<file path="config.mk">
export PLATFORM = sky130hd
export DESIGN_NAME = pipelined_seg_adder
export DESIGN_NICKNAME = d
export VERILOG_FILES = /design/src/rtl/pipelined_seg_adder.sv
export SDC_FILE = /design/constraint.sdc
export NUM_CORES = 1
export LEC_CHECK = 0
export CORE_ASPECT_RATIO = 1.1
export CORE_UTILIZATION = 50
export CTS_BUF_LIST = sky130_fd_sc_hd__clkbuf_8
export DETAILED_ROUTE_END_ITERATION = 10
export PLACE_DENSITY = 0.76
export SETUP_SLACK_MARGIN = 0.4
export SYNTH_ARGS = -nofsm -noshare
export SYNTH_HDL_FRONTEND = slang
export SYNTH_SLANG_ARGS = --single-unit
</file>
<file path="constraint.sdc">
create_clock -name clk -period 2.9 [get_ports clk]
set_clock_uncertainty 0.15 [all_clocks]
set_input_delay 0.58 -clock clk [delete_from_list [all_inputs] [get_ports clk]]
set_output_delay 0.58 -clock clk [all_outputs]
set_load 0.02 [all_outputs]
</file>
<file path="src/rtl/pipelined_seg_adder.sv">
`default_nettype none
// ============================================================================
// Module      : pipelined_seg_adder
// Description : Parametrised, pipelined, carry-segmented adder/subtractor.
//               Operands are split into SEG-bit segments. Each segment is
//               summed in its own pipeline stage, so the clock rate is set
//               by one SEG-bit ripple. The carry between segments is
//               registered between stages.
//               Latency is NSEG cycles, and one result can be produced per
//               cycle. Valid/ready handshakes are used on both sides.
//               WIDTH must be an integer multiple of SEG.
// Revision    : 1.0 - initial release
// ----------------------------------------------------------------------------
// Ports
//   clk        in   1      rising-edge clock
//   rst_n      in   1      asynchronous active-low reset
//   in_valid   in   1      operand set {a,b,cin,sub} valid this cycle
//   in_ready   out  1      block accepts operands this cycle
//   a          in   WIDTH  augend / minuend
//   b          in   WIDTH  addend / subtrahend
//   cin        in   1      carry-in (ignored in subtract mode)
//   sub        in   1      1: a - b ; 0: a + b + cin
//   out_valid  out  1      result valid
//   out_ready  in   1      downstream accepts result
//   sum        out  WIDTH  result modulo 2^WIDTH
//   cout       out  1      carry out of the MSB (subtract: 1 = no borrow)
//   ovf        out  1      two's-complement signed overflow
// ============================================================================
module pipelined_seg_adder #(
   parameter int WIDTH = 32,
   parameter int SEG   = 8
) (
   input  logic             clk,
   input  logic             rst_n,
   input  logic             in_valid,
   output logic             in_ready,
   input  logic [WIDTH-1:0] a,
   input  logic [WIDTH-1:0] b,
   input  logic             cin,
   input  logic             sub,
   output logic             out_valid,
   input  logic             out_ready,
   output logic [WIDTH-1:0] sum,
   output logic             cout,
   output logic             ovf
);

   // Number of pipeline stages; equals the latency in cycles.
   localparam int NSEG = WIDTH / SEG;

   // -------------------------------------------------------------------------
   // Input conditioning
   // -------------------------------------------------------------------------
   // Subtraction is folded into the operands here, so the mode bit never
   // travels down the pipe: a - b == a + ~b + 1.
   logic [WIDTH-1:0] w_beff;
   logic             w_c0;
   logic             w_en;

   assign w_beff = sub ? ~b : b;
   assign w_c0   = sub | cin;

   // -------------------------------------------------------------------------
   // Stage register outputs
   // -------------------------------------------------------------------------
   // Each stage exports its registers through these arrays so the next stage
   // can pick them up without hierarchical references.
   logic             w_vld_q [NSEG];
   logic             w_cy_q  [NSEG];
   logic [WIDTH-1:0] w_a_q   [NSEG];
   logic [WIDTH-1:0] w_b_q   [NSEG];
   logic [WIDTH-1:0] w_sum_q [NSEG];

   // Overflow inputs, formed at the last stage where the operand MSBs live.
   logic             w_ovf_nxt;
   logic             w_ld_last;
   logic             r_ovf;

   // Global advance enable. The pipe moves only when the output register is
   // empty or being drained. Every stage shares this enable, so a stall
   // freezes the whole pipe.
   assign w_en     = ~w_vld_q[NSEG-1] | out_ready;
   assign in_ready = w_en;

   // -------------------------------------------------------------------------
   // Pipeline stages
   // -------------------------------------------------------------------------
   // Stage k adds the lowest segment of its incoming operand words.
   // The operand words are skew registers. They are shifted right by SEG at
   // every stage, so the segment needed next is always at the bottom. Only
   // not-yet-consumed bits remain; the vacated top bits are constant zero.
   // This also means the operand MSBs arrive at the last stage's segment
   // MSB, which the overflow logic relies on.
   //
   // The partial sum is a deskew register filled from the top. Each stage
   // shifts the previous partial sum right by SEG and inserts its own
   // segment at the top. After NSEG stages, segment 0 has reached bit 0.
   genvar k;
   generate
      for (k = 0; k < NSEG; k++) begin : g_stage
         logic [WIDTH-1:0] w_a_in;
         logic [WIDTH-1:0] w_b_in;
         logic [WIDTH-1:0] w_sum_in;
         logic             w_c_in;
         logic             w_v_in;
         logic [SEG:0]     w_add;
         logic [WIDTH-1:0] w_sum_nxt;

         logic             r_vld;
         logic             r_cy;
         logic [WIDTH-1:0] r_a;
         logic [WIDTH-1:0] r_b;
         logic [WIDTH-1:0] r_sum;

         if (k == 0) begin : g_head
            assign w_a_in   = a;
            assign w_b_in   = w_beff;
            assign w_sum_in = '0;
            assign w_c_in   = w_c0;
            assign w_v_in   = in_valid;
         end else begin : g_body
            assign w_a_in   = w_a_q[k-1];
            assign w_b_in   = w_b_q[k-1];
            assign w_sum_in = w_sum_q[k-1];
            assign w_c_in   = w_cy_q[k-1];
            assign w_v_in   = w_vld_q[k-1];
         end

         // One SEG-bit ripple; bit SEG is the carry into the next stage.
         assign w_add = {1'b0, w_a_in[SEG-1:0]}
                      + {1'b0, w_b_in[SEG-1:0]}
                      + {{SEG{1'b0}}, w_c_in};

         assign w_sum_nxt = (w_sum_in >> SEG)
                          | (WIDTH'(w_add[SEG-1:0]) << (WIDTH - SEG));

         // The valid bit always follows the pipe, so bubbles propagate.
         // Data only loads behind a valid operand. This keeps bubble slots
         // from toggling the wide registers.
         always_ff @(posedge clk or negedge rst_n) begin
            if (!rst_n) begin
               r_vld <= 1'b0;
               r_cy  <= 1'b0;
               r_a   <= '0;
               r_b   <= '0;
               r_sum <= '0;
            end else if (w_en) begin
               r_vld <= w_v_in;
               if (w_v_in) begin
                  r_cy  <= w_add[SEG];
                  r_a   <= w_a_in >> SEG;
                  r_b   <= w_b_in >> SEG;
                  r_sum <= w_sum_nxt;
               end
            end
         end

         assign w_vld_q[k] = r_vld;
         assign w_cy_q[k]  = r_cy;
         assign w_a_q[k]   = r_a;
         assign w_b_q[k]   = r_b;
         assign w_sum_q[k] = r_sum;

         // The last stage holds the original operand MSBs at its segment MSB.
         // Signed overflow occurs when both operands have the same sign and
         // the sum has the other sign.
         if (k == NSEG - 1) begin : g_tail
            assign w_ovf_nxt = (w_a_in[SEG-1] == w_b_in[SEG-1])
                             & (w_add[SEG-1] != w_a_in[SEG-1]);
            assign w_ld_last = w_v_in;
         end
      end
   endgenerate

   // The overflow flag is registered alongside the last stage, using the
   // same enable and valid gating.
   always_ff @(posedge clk or negedge rst_n) begin
      if (!rst_n) begin
         r_ovf <= 1'b0;
      end else if (w_en && w_ld_last) begin
         r_ovf <= w_ovf_nxt;
      end
   end

   // -------------------------------------------------------------------------
   // Outputs
   // -------------------------------------------------------------------------
   // The last stage register is the output register. It holds while
   // out_valid && !out_ready, because w_en is low then.
   assign out_valid = w_vld_q[NSEG-1];
   assign sum       = w_sum_q[NSEG-1];
   assign cout      = w_cy_q[NSEG-1];
   assign ovf       = r_ovf;

endmodule
`default_nettype wire

</file>
==> Implementation_results.wiki <==
{| class="wikitable"
! Metric !! Value
|-
| Inst Count DP || 974
|-
| Largest net degree at the start of global routing || about 80
|-
| Inserted Diodes || 0
|-
| GR Overflow Total || 0
|-
| Num rows || 50
|-
| Drt initial violations || 141
|-
| Overall routing resource usage || 19.0%
|-
| Crit path launch type || input pin
|-
| Tmin final || 2.45 ns
|-
| Overall power of the completed layout || 11.3 mW
|-
| Area overhead of the layout relative to synthesis || 19.8%
|-
| Arr. time, crit path || about 2.6 ns
|-
| HPWL reported at the end of detailed placement || between 10000 and 15000 µm
|-
| RSZ-0062 raised after global routing || yes
|-
| Total number of vias || 5194
|-
| Post-Syn Nets || 756
|-
| Average instance area after synthesis || 13.3 µm²
|-
| Slew @ Worst Pin || 0.682 ns
|-
| Placed Area || 10000 µm²
|-
| Initial standard-cell utilization of the core || about 51%
|-
| Critical path required time || a little over 3 ns
|-
| Clock-pin slew on the worst setup and hold paths || ~0.08 ns
|-
| TritonCTS clock tree || yes
|-
| P_leak || between 4 and 5 nW
|-
| Vias in the first global route || 5493
|-
| Finish-stage setup viols || 0
|-
| Final cell area excluding filler cells || 10400 µm²
|-
| Number of flops mapped to enable cells by yosys || 0
|-
| CP Max Fanout || 2
|-
| Number of max-slew violations in the final report || 0
|-
| Result of the run || completed
|-
| Post-route ant nets || 0
|-
| Final #Nets || 866
|-
| Total CTS buffers || 17
|-
| Via/cell ratio || 5.17
|-
| Maximum buffer depth of the clock tree || 2
|-
| Die Wd || roughly 130 µm
|-
| Ys Warns || 0
|-
| Count of different cell masters after synthesis || 43
|-
| CTS sink count || ~190
|-
| Number of port buffers || 105
|-
| 1st-pass router iterations || 4
|-
| Die footprint || 17900 µm²
|-
| Gpl congestion || 0.894
|-
| CTS H-Tree Depth || 4
|-
| Drt total wl || 15800 µm
|-
| Post-synthesis sequential area ratio || 53.4%
|-
| Fmax achieved || 0.408 GHz
|-
| Hold Violations, Final || 0
|-
| Main synth FF type || sky130_fd_sc_hd__dfrtp_1
|-
| Pwr dens || 1090 nW/µm²
|-
| Seq cells post-synth || 185
|-
| Crit share post-route || 84.5%
|-
| Antenna violations before repair || 0
|-
| Crit Path Category || input pin to register
|-
| Dpl ws || -0.0607 ns
|-
| Total core area || 17000 µm²
|-
| Hold WC Path Type || input pin to async pin
|-
| Count of placed standard cells in the final layout, fillers left out || between 1000 and 1500
|-
| # Max-Cap Violations || 0
|-
| Relative slew margins || 54.6%
|-
| Wire length of the first global-routing pass || about 27000 µm
|-
| # IOs || 106
|-
| Clock root buffer || sky130_fd_sc_hd__clkbuf_8
|-
| Clk_lat worst skew || between 0.4 and 0.5 ns
|-
| Post-Syn Instances || 650
|-
| Vertical die dimension || between 100 and 150 µm
|-
| Wirelength per Cell || between 15 and 20 µm
|-
| Synth Cell Area || 8670 µm²
|-
| Fraction of final layout cells sized beyond drive strength 1 || 25.8%
|-
| TNS Setup || 0 ns
|-
| DRC violations left || 0
|-
| Sort of element at the end of the critical path || register
|-
| Post-synth ARST share || 100%
|-
| Worst voltage drop across the vdd grid || 383 µV
|-
| Total of hold buffers inserted after clock tree synthesis || 0
|-
| Post-route setup slack || 0.450 ns
|}
==> repair_timing <==
action / in CTS / in global routing
pin swaps: 0 / 2
resized for setup: 3 / 5
setup endpoints to repair: 3 / 7
buffers inserted: 0 / 1
==> metrics by stage <==
step	util, %	hold WS (ns)
after detailed placement	58.8	0.321
after global routing	61.1	0.0393
after floorplan	-	0.134
after global placement	58.8	0.311
final	61.1	0.0223
after CTS	60.9	0.0314
==> sequential cells by signal (all words and copies together), names as in the netlist <==
name / cells
cout: 1
sum: 32
g_stage.r_vld: 3
g_stage.r_b: 48
ovf: 1
out_valid: 1
g_stage.r_a: 48
g_stage.r_cy: 3
g_stage.r_sum: 48
==> metal layers <==
layer / GRT usage, % / part of all wire (%) / up-vias
li1: - / - / 2469
met1: 23.6 / 43 / 2585
met2: 33.1 / 52 / 114
met3: 3.55 / 2.9 / 26
met4: 7.06 / 2.4 / 0
met5: 0 / 0 / -
==> layout make-up <==
| cell class | instances | area (µm²) |
|---|---|---|
| clock buffers | 20 | 275 |
| clock inverters | 10 | 80.1 |
| fillers | 1355 | 6630 |
| inverters | 12 | 45.0 |
| multi-input cells | 424 | 3820 |
| flip-flops and latches | 185 | 4630 |
| well taps | 234 | 293 |
| repair buffers | 120 | 1250 |
==> cells by family after synthesis <==
logic type               synth area share, %
buffers and inverters                   3.06
multiplexers                            19.2
AND/OR/NAND/NOR                         5.06
XOR/XNOR                                5.55
adder cells (fa/ha/maj)                 5.89
flip-flops                              53.4
AO/OA/AOI/OAI                           7.85
==> worst paths after layout <==
check	start	end	slack, ns	depth (start not counted)
max	cin	g_stage[0].r_sum[31]	0.45	9
min	rst_n	sum[2]	0.02	1
max reg2reg	g_stage[1].r_cy	g_stage[2].r_sum[30]	0.50	7
min reg2reg	g_stage[0].r_b[19]	g_stage[0].r_b[19]	0.33	2
max in group asynchronous	rst_n	g_stage[0].r_b[0]	1.89	2
min in group clk	g_stage[0].r_b[19]	g_stage[0].r_b[19]	0.33	2
==> Yosys cell counts (2+ instances only) <==
library cell,count,share of area [%]
sky130_fd_sc_hd__a211oi_2,4,0.58
sky130_fd_sc_hd__a21o_1,3,0.26
sky130_fd_sc_hd__a21oi_1,21,1.2
sky130_fd_sc_hd__a31oi_1,3,0.22
sky130_fd_sc_hd__buf_2,11,0.63
sky130_fd_sc_hd__buf_4,3,0.26
sky130_fd_sc_hd__buf_6,9,1.2
sky130_fd_sc_hd__clkbuf_1,3,0.13
sky130_fd_sc_hd__clkbuf_4,2,0.17
sky130_fd_sc_hd__dfrtp_1,185,53
sky130_fd_sc_hd__fa_1,8,1.8
sky130_fd_sc_hd__ha_1,28,4.0
sky130_fd_sc_hd__inv_1,12,0.52
sky130_fd_sc_hd__mux2_2,64,8.3
sky130_fd_sc_hd__mux2_4,63,11
sky130_fd_sc_hd__nand2_1,58,2.5
sky130_fd_sc_hd__nand2_2,2,0.14
sky130_fd_sc_hd__nand2_4,2,0.26
sky130_fd_sc_hd__nand2b_1,7,0.50
sky130_fd_sc_hd__nand3_1,2,0.12
sky130_fd_sc_hd__nor2_1,10,0.43
sky130_fd_sc_hd__nor3_1,11,0.63
sky130_fd_sc_hd__o211ai_1,3,0.26
sky130_fd_sc_hd__o21ai_0,51,2.9
sky130_fd_sc_hd__o21ai_1,8,0.46
sky130_fd_sc_hd__o21bai_1,4,0.35
sky130_fd_sc_hd__o31ai_1,4,0.35
sky130_fd_sc_hd__xnor2_1,27,2.7
sky130_fd_sc_hd__xor2_1,28,2.8
==> critical path: stages <==
cell and delay (ns):
sky130_fd_sc_hd__clkdlybuf4s50_1 0.40, sky130_fd_sc_hd__or2_4 0.26, sky130_fd_sc_hd__fa_2 0.40, sky130_fd_sc_hd__buf_4 0.15, sky130_fd_sc_hd__a211oi_2 0.20, sky130_fd_sc_hd__o21ai_1 0.11
sky130_fd_sc_hd__a31oi_1 0.24, sky130_fd_sc_hd__xor2_1 0.19, sky130_fd_sc_hd__o21ai_1 0.08
==> report_power, final <==
| group | internal (mW) | switching, mW | leakage (nW) |
|---|---|---|---|
| registers | 3.74 | 0.723 | 2.24 |
| logic | 2.91 | 2.38 | 2.27 |
| clock network | 0.728 | 0.832 | 0.190 |
| total | 7.38 | 3.93 | 4.69 |
==> placed cells by master (no fill, tap or decap), types with 15 or more instances in the layout <==
master and instances:
sky130_fd_sc_hd__clkbuf_8 21, sky130_fd_sc_hd__clkdlybuf4s50_1 102, sky130_fd_sc_hd__o21ai_0 51, sky130_fd_sc_hd__mux2_2 64, sky130_fd_sc_hd__ha_1 28, sky130_fd_sc_hd__xnor2_1 27, sky130_fd_sc_hd__nand2_1 58, sky130_fd_sc_hd__dfrtp_1 185
sky130_fd_sc_hd__a21oi_1 15, sky130_fd_sc_hd__xor2_1 28, sky130_fd_sc_hd__mux2_4 63
Power figures use the tool's default switching activity.
